==> config.mk <==
export PLATFORM = sky130hd
export DESIGN_NAME = alu_pipe
export DESIGN_NICKNAME = d
export VERILOG_FILES = /design/src/rtl/alu_pkg.sv /design/src/rtl/alu_seq_mul.sv /design/src/rtl/alu_pipe.sv
export SDC_FILE = /design/constraint.sdc
export NUM_CORES = 2
export LEC_CHECK = 0
export CORE_AREA = 2 2 388 428
export CTS_BUF_LIST = sky130_fd_sc_hd__clkbuf_8 sky130_fd_sc_hd__clkbuf_16
export CTS_CLUSTER_SIZE = 16
export DETAILED_ROUTE_END_ITERATION = 12
export DIE_AREA = 0 0 390 430
export HOLD_SLACK_MARGIN = 0.12
export PLACE_DENSITY = 0.42
export SYNTH_ARGS = -nofsm -noshare
export SYNTH_HDL_FRONTEND = slang
export SYNTH_SLANG_ARGS = --single-unit
==> constraint.sdc <==
create_clock -name clk -period 12.85 [get_ports clk]
set_clock_uncertainty 0.2 [all_clocks]
set_input_delay 2.57 -clock clk [delete_from_list [all_inputs] [get_ports clk]]
set_output_delay 2.57 -clock clk [all_outputs]
set_load 0.01 [all_outputs]
==> src/rtl/alu_pkg.sv <==
// Shared types for the pipelined ALU: op codes, flag bit
// positions and the control FSM state encoding.
package alu_pkg;

    typedef enum logic [3:0] {
        OP_ADD   = 4'd0,
        OP_SUB   = 4'd1,
        OP_MUL   = 4'd2,
        OP_AND   = 4'd3,
        OP_OR    = 4'd4,
        OP_XOR   = 4'd5,
        OP_NOT   = 4'd6,
        OP_SHL   = 4'd7,
        OP_SHR   = 4'd8,
        OP_ASR   = 4'd9,
        OP_ROR   = 4'd10,
        OP_ROL   = 4'd11,
        OP_SLT   = 4'd12,
        OP_SLTU  = 4'd13,
        OP_MULHU = 4'd14,
        OP_ILL   = 4'd15
    } alu_op_t;

    localparam int FLG_ZERO  = 0;
    localparam int FLG_NEG   = 1;
    localparam int FLG_CARRY = 2;
    localparam int FLG_OVF   = 3;
    localparam int FLG_ERR   = 4;

    typedef enum logic [1:0] {
        IDLE = 2'd0,
        MUL  = 2'd1,
        HOLD = 2'd2
    } alu_state_t;

    function automatic logic is_mul_op(alu_op_t op);
        return (op == OP_MUL) || (op == OP_MULHU);
    endfunction

endpackage

==> src/rtl/alu_seq_mul.sv <==
// Iterative unsigned shift-add multiplier, one partial product per cycle.
// Ports: clk, reset (async high), i_start, i_a, i_b -> o_busy, o_done,
// o_prod (2*WIDTH). o_done is high during the final iteration cycle and
// o_prod then shows the value that the final edge will store.
module alu_seq_mul #(
    parameter int WIDTH = 64
) (
    input  logic               clk,
    input  logic               reset,
    input  logic               i_start,
    input  logic [WIDTH-1:0]   i_a,
    input  logic [WIDTH-1:0]   i_b,
    output logic               o_busy,
    output logic               o_done,
    output logic [2*WIDTH-1:0] o_prod
);

    localparam int CW = $clog2(WIDTH + 1);

    logic [WIDTH-1:0] r_mcand;
    logic [WIDTH-1:0] r_hi;
    logic [WIDTH-1:0] r_lo;
    logic [CW-1:0]    r_cnt;
    logic [WIDTH:0]   w_sum;

    // r_lo starts as the multiplier and fills with product bits from
    // the top as it shifts right; its LSB selects the next addend.
    assign w_sum  = {1'b0, r_hi}
                  + (r_lo[0] ? {1'b0, r_mcand} : '0);
    assign o_prod = {w_sum, r_lo[WIDTH-1:1]};
    assign o_busy = (r_cnt != '0);
    assign o_done = (r_cnt == CW'(1));

    always_ff @(posedge clk or posedge reset) begin
        if (reset) begin
            r_mcand <= '0;
            r_hi    <= '0;
            r_lo    <= '0;
            r_cnt   <= '0;
        end else if (i_start) begin
            r_mcand <= i_a;
            r_hi    <= '0;
            r_lo    <= i_b;
            r_cnt   <= CW'(WIDTH);
        end else if (o_busy) begin
            {r_hi, r_lo} <= o_prod;
            r_cnt        <= r_cnt - CW'(1);
        end
    end

endmodule

==> src/rtl/alu_pipe.sv <==
// Single-slot ALU stage with valid/ready on both sides and a
// multi-cycle multiplier.
// Ports: clk, reset (async high); in_valid/in_ready, a, b, op on the
// input side; out_valid/out_ready, result, flags {err,ovf,carry,neg,zero}
// on the output side.
module alu_pipe
    import alu_pkg::*;
#(
    parameter int WIDTH = 64,
    parameter int SHW   = $clog2(WIDTH)
) (
    input  logic             clk,
    input  logic             reset,
    input  logic             in_valid,
    output logic             in_ready,
    input  logic [WIDTH-1:0] a,
    input  logic [WIDTH-1:0] b,
    input  logic [3:0]       op,
    output logic             out_valid,
    input  logic             out_ready,
    output logic [WIDTH-1:0] result,
    output logic [4:0]       flags
);

    alu_state_t       r_state;
    alu_state_t       w_next;
    logic             r_out_valid;
    logic             r_hi_sel;
    logic [WIDTH-1:0] r_result;
    logic [4:0]       r_flags;

    alu_op_t          w_op;
    logic             w_accept;
    logic             w_drain;
    logic             w_is_mul;
    logic             w_mul_busy;
    logic             w_mul_done;
    logic [2*WIDTH-1:0] w_prod;

    logic [SHW-1:0]   w_sh;
    logic [SHW:0]     w_shc;
    logic [WIDTH:0]   w_sum;
    logic [WIDTH:0]   w_diff;
    logic [WIDTH-1:0] w_res;
    logic [WIDTH-1:0] w_mul_res;
    logic             w_c;
    logic             w_v;
    logic             w_e;
    logic [4:0]       w_flg;
    logic [4:0]       w_mul_flg;

    assign w_op     = alu_op_t'(op);
    assign w_is_mul = is_mul_op(w_op);

    // in_ready is forced low during reset regardless of register state.
    assign in_ready = !reset && (r_state == IDLE)
                   && (!r_out_valid || out_ready);
    assign w_accept = in_valid && in_ready;
    assign w_drain  = r_out_valid && out_ready;

    assign out_valid = r_out_valid;
    assign result    = r_result;
    assign flags     = r_flags;

    alu_seq_mul #(
        .WIDTH (WIDTH)
    ) u_mul (
        .clk     (clk),
        .reset   (reset),
        .i_start (w_accept && w_is_mul),
        .i_a     (a),
        .i_b     (b),
        .o_busy  (w_mul_busy),
        .o_done  (w_mul_done),
        .o_prod  (w_prod)
    );

    // Rotates are built from two shifts; w_shc is WIDTH-amount, and a
    // shift by the full WIDTH yields zero so amount 0 returns a unchanged.
    assign w_sh   = b[SHW-1:0];
    assign w_shc  = (SHW+1)'(WIDTH) - {1'b0, w_sh};
    assign w_sum  = {1'b0, a} + {1'b0, b};
    assign w_diff = {1'b0, a} - {1'b0, b};

    always_comb begin
        w_res = '0;
        w_c   = 1'b0;
        w_v   = 1'b0;
        w_e   = 1'b0;
        unique case (w_op)
            OP_ADD: begin
                w_res = w_sum[WIDTH-1:0];
                w_c   = w_sum[WIDTH];
                w_v   = (a[WIDTH-1] == b[WIDTH-1])
                     && (w_sum[WIDTH-1] != a[WIDTH-1]);
            end
            OP_SUB: begin
                w_res = w_diff[WIDTH-1:0];
                w_c   = w_diff[WIDTH];
                w_v   = (a[WIDTH-1] != b[WIDTH-1])
                     && (w_diff[WIDTH-1] != a[WIDTH-1]);
            end
            OP_AND:  w_res = a & b;
            OP_OR:   w_res = a | b;
            OP_XOR:  w_res = a ^ b;
            OP_NOT:  w_res = ~a;
            OP_SHL:  w_res = a << w_sh;
            OP_SHR:  w_res = a >> w_sh;
            OP_ASR:  w_res = $signed(a) >>> w_sh;
            OP_ROR:  w_res = (a >> w_sh) | (a << w_shc);
            OP_ROL:  w_res = (a << w_sh) | (a >> w_shc);
            OP_SLT:  w_res = {{(WIDTH-1){1'b0}},
                              $signed(a) < $signed(b)};
            OP_SLTU: w_res = {{(WIDTH-1){1'b0}}, a < b};
            OP_ILL:  w_e   = 1'b1;
            default: w_res = '0;
        endcase
    end

    always_comb begin
        w_flg            = '0;
        w_flg[FLG_ZERO]  = (w_res == '0);
        w_flg[FLG_NEG]   = w_res[WIDTH-1];
        w_flg[FLG_CARRY] = w_c;
        w_flg[FLG_OVF]   = w_v;
        w_flg[FLG_ERR]   = w_e;
    end

    assign w_mul_res = r_hi_sel ? w_prod[2*WIDTH-1:WIDTH]
                                : w_prod[WIDTH-1:0];

    always_comb begin
        w_mul_flg           = '0;
        w_mul_flg[FLG_ZERO] = (w_mul_res == '0);
        w_mul_flg[FLG_NEG]  = w_mul_res[WIDTH-1];
    end

    always_comb begin
        w_next = r_state;
        unique case (r_state)
            IDLE: if (w_accept && w_is_mul) w_next = MUL;
            MUL: begin
                if (w_mul_done)      w_next = HOLD;
                else if (!w_mul_busy) w_next = IDLE;
            end
            HOLD: if (!r_out_valid || out_ready) w_next = IDLE;
            default: w_next = IDLE;
        endcase
    end

    always_ff @(posedge clk or posedge reset) begin
        if (reset) r_state <= IDLE;
        else       r_state <= w_next;
    end

    // A new result wins over a drain on the same edge, which is what
    // lets a consumer take one result while the next op is accepted.
    always_ff @(posedge clk or posedge reset) begin
        if (reset) begin
            r_out_valid <= 1'b0;
            r_result    <= '0;
            r_flags     <= '0;
            r_hi_sel    <= 1'b0;
        end else begin
            if (w_accept) r_hi_sel <= (w_op == OP_MULHU);
            if (w_accept && !w_is_mul) begin
                r_result    <= w_res;
                r_flags     <= w_flg;
                r_out_valid <= 1'b1;
            end else if ((r_state == MUL) && w_mul_done) begin
                r_result    <= w_mul_res;
                r_flags     <= w_mul_flg;
                r_out_valid <= 1'b1;
            end else if (w_drain) begin
                r_out_valid <= 1'b0;
            end
        end
    end

endmodule

# Yosys cells after proc, flatten, opt, wreduce, memory -nomap -nowiden
# Index checks and enable logic that the tools add are counted.
[totals] reg_bits=272 in_bits=136 output_inout_bits=71 word_cells=99
[op_classes] addsub=5 n_lt_le_gt_ge=2 eq_ne=25 shift=5 muxes=24 n_bitwise=6 n_reduce_logical=23
[ops] operator="64-bit case mux with 13 select lines" count=1
[ops] operator="64-bit two-way mux" count=8
[ops] operator="64-bit bitwise OR" count=3
[ops] operator="64-bit logical NOT" count=2
[ops] operator="64-bit < comparator" count=2
[ops] operator="64-bit by 64-bit adder with 65-bit output" count=1
[ops] operator="64-bit by 65-bit adder with 65-bit output" count=1
[ops] operator="64-bit by 64-bit subtractor with 65-bit output" count=1
[ops] operator="64-bit AND" count=1
[ops] operator="64-bit NOT" count=1
[ops] operator="64-bit by 6-bit left shift with 64-bit output" count=1
[ops] operator="64-bit by 7-bit left shift with 64-bit output" count=1
[ops] operator="64-bit by 6-bit right shift with 64-bit output" count=1
[ops] operator="64-bit by 7-bit right shift with 64-bit output" count=1
[ops] operator="64-bit by 6-bit >>> shifter with 64-bit output" count=1
[ops] operator="64-bit bitwise XOR" count=1
[ops] operator="4-bit equality test (second input constant)" count=8
[ops] operator="4-bit by 3-bit equality test with 1-bit output (second input constant)" count=4
[ops] operator="7-bit two-way mux" count=2
[ops] operator="5-bit two-way mux" count=2
[ops] operator="1-bit logical AND" count=9
[ops] operator="4-bit by 2-bit equality test with 1-bit output (second input constant)" count=2
[ops] operator="2-bit two-way mux" count=4
[ops] operator="7-bit by 1-bit equality test with 1-bit output (second input constant)" count=1
[ops] operator="other kinds (21)" count=31

# Depth between registers and ports, before layout
[logic_depth] ltp_word=7 ltp_mapped=25 depth_no_buf=17

# Cells and area by module
# Synthesis repeated with hierarchy kept, for this count alone.
[unflattened] cells_unflattened=6691 hier_area_um2=51567.0
[by_module_without_submodules] mod="alu_pipe" n_inst=1 cells_per_inst=5226 area_each_um2=38234.2 seq_area_each_um2=1801.7
[by_module_without_submodules] mod="alu_seq_mul" n_inst=1 cells_per_inst=1465 area_each_um2=13332.8 seq_area_each_um2=4979.8

# Worst setup path before layout
# Ideal clock, no wire load.
[synth_timing] path_kind="input to register" start="input port b[2]" end="register r_flags[0], in the netlist flags[0]" setup_ps=69 t_arrival_ps=7923 t_required_ps=12581 path_slack_ps=4658 stages=23 n_path_buf=7 cell_sequence="buf_4 buf_2 inv_2 buf_1 buf_1 buf_2 buf_1 ha_1 clkbuf_1 a21o_1 a221o_1 a31oi_1 o21bai_1 a221oi_1 a21oi_1 or4_1 nor4_1 nand4_1 nor4_1 nand4_1 nor4_1 nand4_1 nand3_1"
[synth_via] elab_chain_len=6 elab_cells_between_ends=18 cone_classes="3 x add/sub; 2 x order compare; 5 x shift; 2 x mux; 5 x bitwise; 1 x reduce/logical"
[synth_lines] item="from (decl)" line_no="alu_pipe.sv:17" source="input logic [WIDTH-1:0] b,"
[synth_lines] item="7-bit by 6-bit subtractor with 7-bit output" line_no="alu_pipe.sv:81" source="assign w_shc = (SHW+1)'(WIDTH) - {1'b0, w_sh};"
[synth_lines] item="64-bit by 7-bit right shift with 64-bit output / 64-bit by 7-bit left shift with 64-bit output (equally long branches)" line_no="alu_pipe.sv:111, alu_pipe.sv:110"
[synth_lines] item="64-bit bitwise OR (on tied branches)" line_no="alu_pipe.sv:111, alu_pipe.sv:110"
[synth_lines] item="64-bit case mux with 13 select lines *" line_no="alu_pipe.sv:90" source="unique case (w_op)"
[synth_lines] item="64-bit logical NOT *" line_no="alu_pipe.sv:122" source="w_flg[FLG_ZERO] = (w_res == '0);"
[synth_lines] item="5-bit two-way mux *" line_no="alu_pipe.sv:166" source="if (w_accept && !w_is_mul) begin"
[synth_lines] item="to (signal assigned)" line_no="alu_pipe.sv:168" source="r_flags <= w_flg;"
[synth_lines] item="to (signal assigned)" line_no="alu_pipe.sv:172" source="r_flags <= w_mul_flg;"
[synth_lines] item="to (decl)" line_no="alu_pipe.sv:30" source="logic [4:0] r_flags;"
# Mark *: on every way between the ends. The rest lies on a longest branch, timed or not.
# A chain may end at the register's enable or synchronous reset.

# Final worst setup path
[layout_timing] start="input port b[0]" end="register r_flags[0], in the netlist flags[0]"
# Same word-level chain as after synthesis.

==> out/metrics.cfg <==
[setup_path]
crit_arrival_ns=11.36
crit_type=in2reg
reg2reg_slack_ns=5.66
worst_setup_path_end_kind=flop
path_max_fanout=93
crit_path_start_kind=input port
required_ns=13.20

[global_routing]
grt_start_max_net_pins=150
antenna_found_initial=102
grt_overflow=0
grt_pass1_vias=56941
grt_pass1_wl_um=574000
track_usage_pct=51.1

[sta]
fmax_mhz=90.8
period_share_pct=85.7
tns_ns=0
tightest_slew_ns=1.77
finalCriticalPeriod_ns=11.01
slew_violations=31
finalSetupViolations=0
rsz0062_at_grt=false
whs_ns=0.297
slew_headroom_pct=-18.2
final-hold-violation-count=0

[status]
outcome=finished with violations
violations=max-capacitance violations, max-slew violations

[synthesis]
synth_seq_cells=271
ys_async_sr_fraction_pct=100
ys_seq_area_share_pct=13.9
synthCells=6258
yosys-top-cells-area=dfrtp_1, mux4_2, mux2i_1, ha_1, a21oi_1
synthesis.area_mm2=0.0487
synth_warnings=0
synth_edf_count=0
synth_top_area_share_pct=13.9
yosysTopAreaCell=dfrtp_1
syn_nets=6657
ys_types=101
synth_ff_type=dfrtp_1
avgSynthCellArea_um2=7.79

[clock_tree]
clockBufferDepth=3
clockRootBuffer=clkbuf_16
cts_resized=0
clock_sinks=271
cts.htree.levels=1
holdBufCountCts=0
cts_setup_buffers=0
cts_made_buffers=30
clk_latency_ns=0.66
path_clk_slew_ns=0.06
cts_tree=built

[pwr]
combPwrFrac_pct=68.4
switching_power_mw=4.59
total_leakage_power_nw=21.3
p_seq_share_pct=20.5
pwr-share-clk_pct=11.1
powerDensity_mw_per_mm2=150
vdd_drop_max_mv=0.164
p_int_mw=3.68
p_total_mw=8.27
netSwitchingFraction_pct=55.4

[placement]
dp_hpwl_um=322000
io_buffers=206
post_dp_cell_area_mm2=0.0537
place.gp.congestion=1.11

[detailed_routing]
wl_per_cell_um=51.6
drtPass1Iterations=9
routed_wl_um=436000
ant_nets=0
drtIter0Drc=10488
viasPerCell=7.33
drc=0
via_count=61899

[floorplanning]
rows=156
dieArea_mm2=0.168
die_height_um=430
pin_count=207
core_area_mm2=0.164
start_util_pct=29.8
die_w_um=390

[final_layout]
area_delta_synth_final_pct=13.1
fin_util_pct=33.7
drive_above_1_share_pct=16.0
fin_nets=6623
stdcell_area_mm2=0.0551

[flow_run]
max_cap_viol_count=9

[hold_path]
worstHoldPathType=reg2reg

[critical path, cell delays in order]
cell and delay, ns:
buf_8 0.39, inv_2 0.39, ha_4 0.85, buf_12 0.58, clkinv_1 0.75, a211oi_1 0.50
o31ai_1 0.12, buf_4 0.22, and3_1 0.18, o41a_1 0.45, a211oi_1 1.12, nand2_1 0.14
nor4_1 0.82, nand4_1 0.20, nor4_1 0.75, buf_4 0.26, nand4_1 0.19, nor4_1 0.40
nand4_1 0.14, nand3_1 0.11
[sequential cells by signal (all words and copies together), names as in the netlist]
name	cells
u_mul.r_hi	64
flags	5
u_mul.r_cnt	7
u_mul.r_mcand	64
result	63
out_valid	1
u_mul.r_lo	64
r_state	2
r_hi_sel	1
[through the flow]
stage,setup WS (ns),std cells
4_1_cts,2.52,8365
3_3_place_gp,1.75,8309
3_5_place_dp,1.90,8310
2_1_floorplan,2.61,6258
6_report,1.84,8447
5_1_grt,2.27,8394
[synth_stat cells (19+ instances only)]
| library cell | instances |
|---|---|
| o21bai_1 | 46 |
| ha_1 | 260 |
| a21o_1 | 51 |
| a221oi_1 | 41 |
| o21a_1 | 35 |
| a31oi_1 | 59 |
| nand2b_1 | 35 |
| xor2_1 | 28 |
| a21oi_1 | 502 |
| a221o_1 | 42 |
| nand2_1 | 658 |
| buf_4 | 19 |
| nor3_1 | 165 |
| inv_1 | 224 |
| mux2i_1 | 328 |
| o22ai_1 | 82 |
| a211oi_1 | 111 |
| a22oi_1 | 72 |
| o31ai_1 | 50 |
| or2_2 | 29 |
| nand3_1 | 127 |
| or3_1 | 41 |
| nor2b_1 | 51 |
| buf_2 | 73 |
| a211o_1 | 19 |
| nand4_1 | 101 |
| o21ai_0 | 363 |
| xnor2_1 | 66 |
| o2111ai_1 | 28 |
| dfrtp_1 | 271 |
| clkbuf_1 | 411 |
| and3_1 | 27 |
| mux2_2 | 199 |
| o221ai_1 | 66 |
| or4_1 | 26 |
| o211ai_1 | 86 |
| buf_1 | 68 |
| mux4_2 | 257 |
| nor4_1 | 73 |
| and2_1 | 96 |
| a2111oi_0 | 32 |
| o32ai_1 | 20 |
| nor2_1 | 560 |
[final timing paths]
kind,endpoint,startpoint,cells past startpoint
worst max-delay path,flags[0],b[0],20
worst min-delay path,u_mul.r_mcand[12],u_mul.r_mcand[12],1
worst max register to register,flags[0],u_mul.r_lo[0],18
worst min register to register,u_mul.r_mcand[12],u_mul.r_mcand[12],1
max in group asynchronous,u_mul.r_mcand[44],reset,3
min in group asynchronous,u_mul.r_mcand[32],reset,2
[cell families after synthesis]
group	count (synthesis)	share of synthesized area [%]
AO/OA/AOI/OAI	1940	26.6
XOR/XNOR	94	1.69
adder cells (fa/ha/maj)	263	6.80
buffers and inverters	820	6.96
flip-flops	271	13.9
multiplexers	797	23.9
AND/OR/NAND/NOR	2073	20.1
[area by class of cell]
cell class	count	area [µm²]
diodes	67	168
clock buffers	38	872
clock inverters	17	118
fillers	17562	108000
inverters	233	887
multi-input cells	5167	39000
flip-flops and latches	271	6790
well taps	2133	2670
repair buffers	521	4560
[placed cells by master, fill, tap and decap left out, types with 79 or more instances in the layout]
cell type / n
nor2_1: 546
a211oi_1: 108
nor3_1: 158
ha_1: 259
o22ai_1: 79
clkdlybuf4s50_1: 195
nand3_1: 125
o211ai_1: 86
buf_4: 296
mux4_2: 257
a21oi_1: 495
mux2_2: 199
inv_1: 228
nand2_1: 656
and2_1: 96
mux2i_1: 324
nand4_1: 101
o21ai_0: 356
dfrtp_1: 269
[metal layers]
metal	global-route usage (%)	share of wire, %
met2	71.8	41
met3	24.1	12
met5	3.69	0.22
met4	44.6	11
met1	57.2	35
[power groups by stage]
| stage | clock (mW) | combinational [mW] | sequential, mW |
|---|---|---|---|
| global route | 0.965 | 5.87 | 1.73 |
| floorplan | 0 | 3.16 | 1.52 |
| global placement | 0 | 5.34 | 1.69 |
| detailed placement | 0 | 5.34 | 1.69 |
| finish | 0.920 | 5.65 | 1.70 |
| CTS | 0.941 | 5.36 | 1.68 |
No activity file was read; power rests on OpenSTA's default activity.
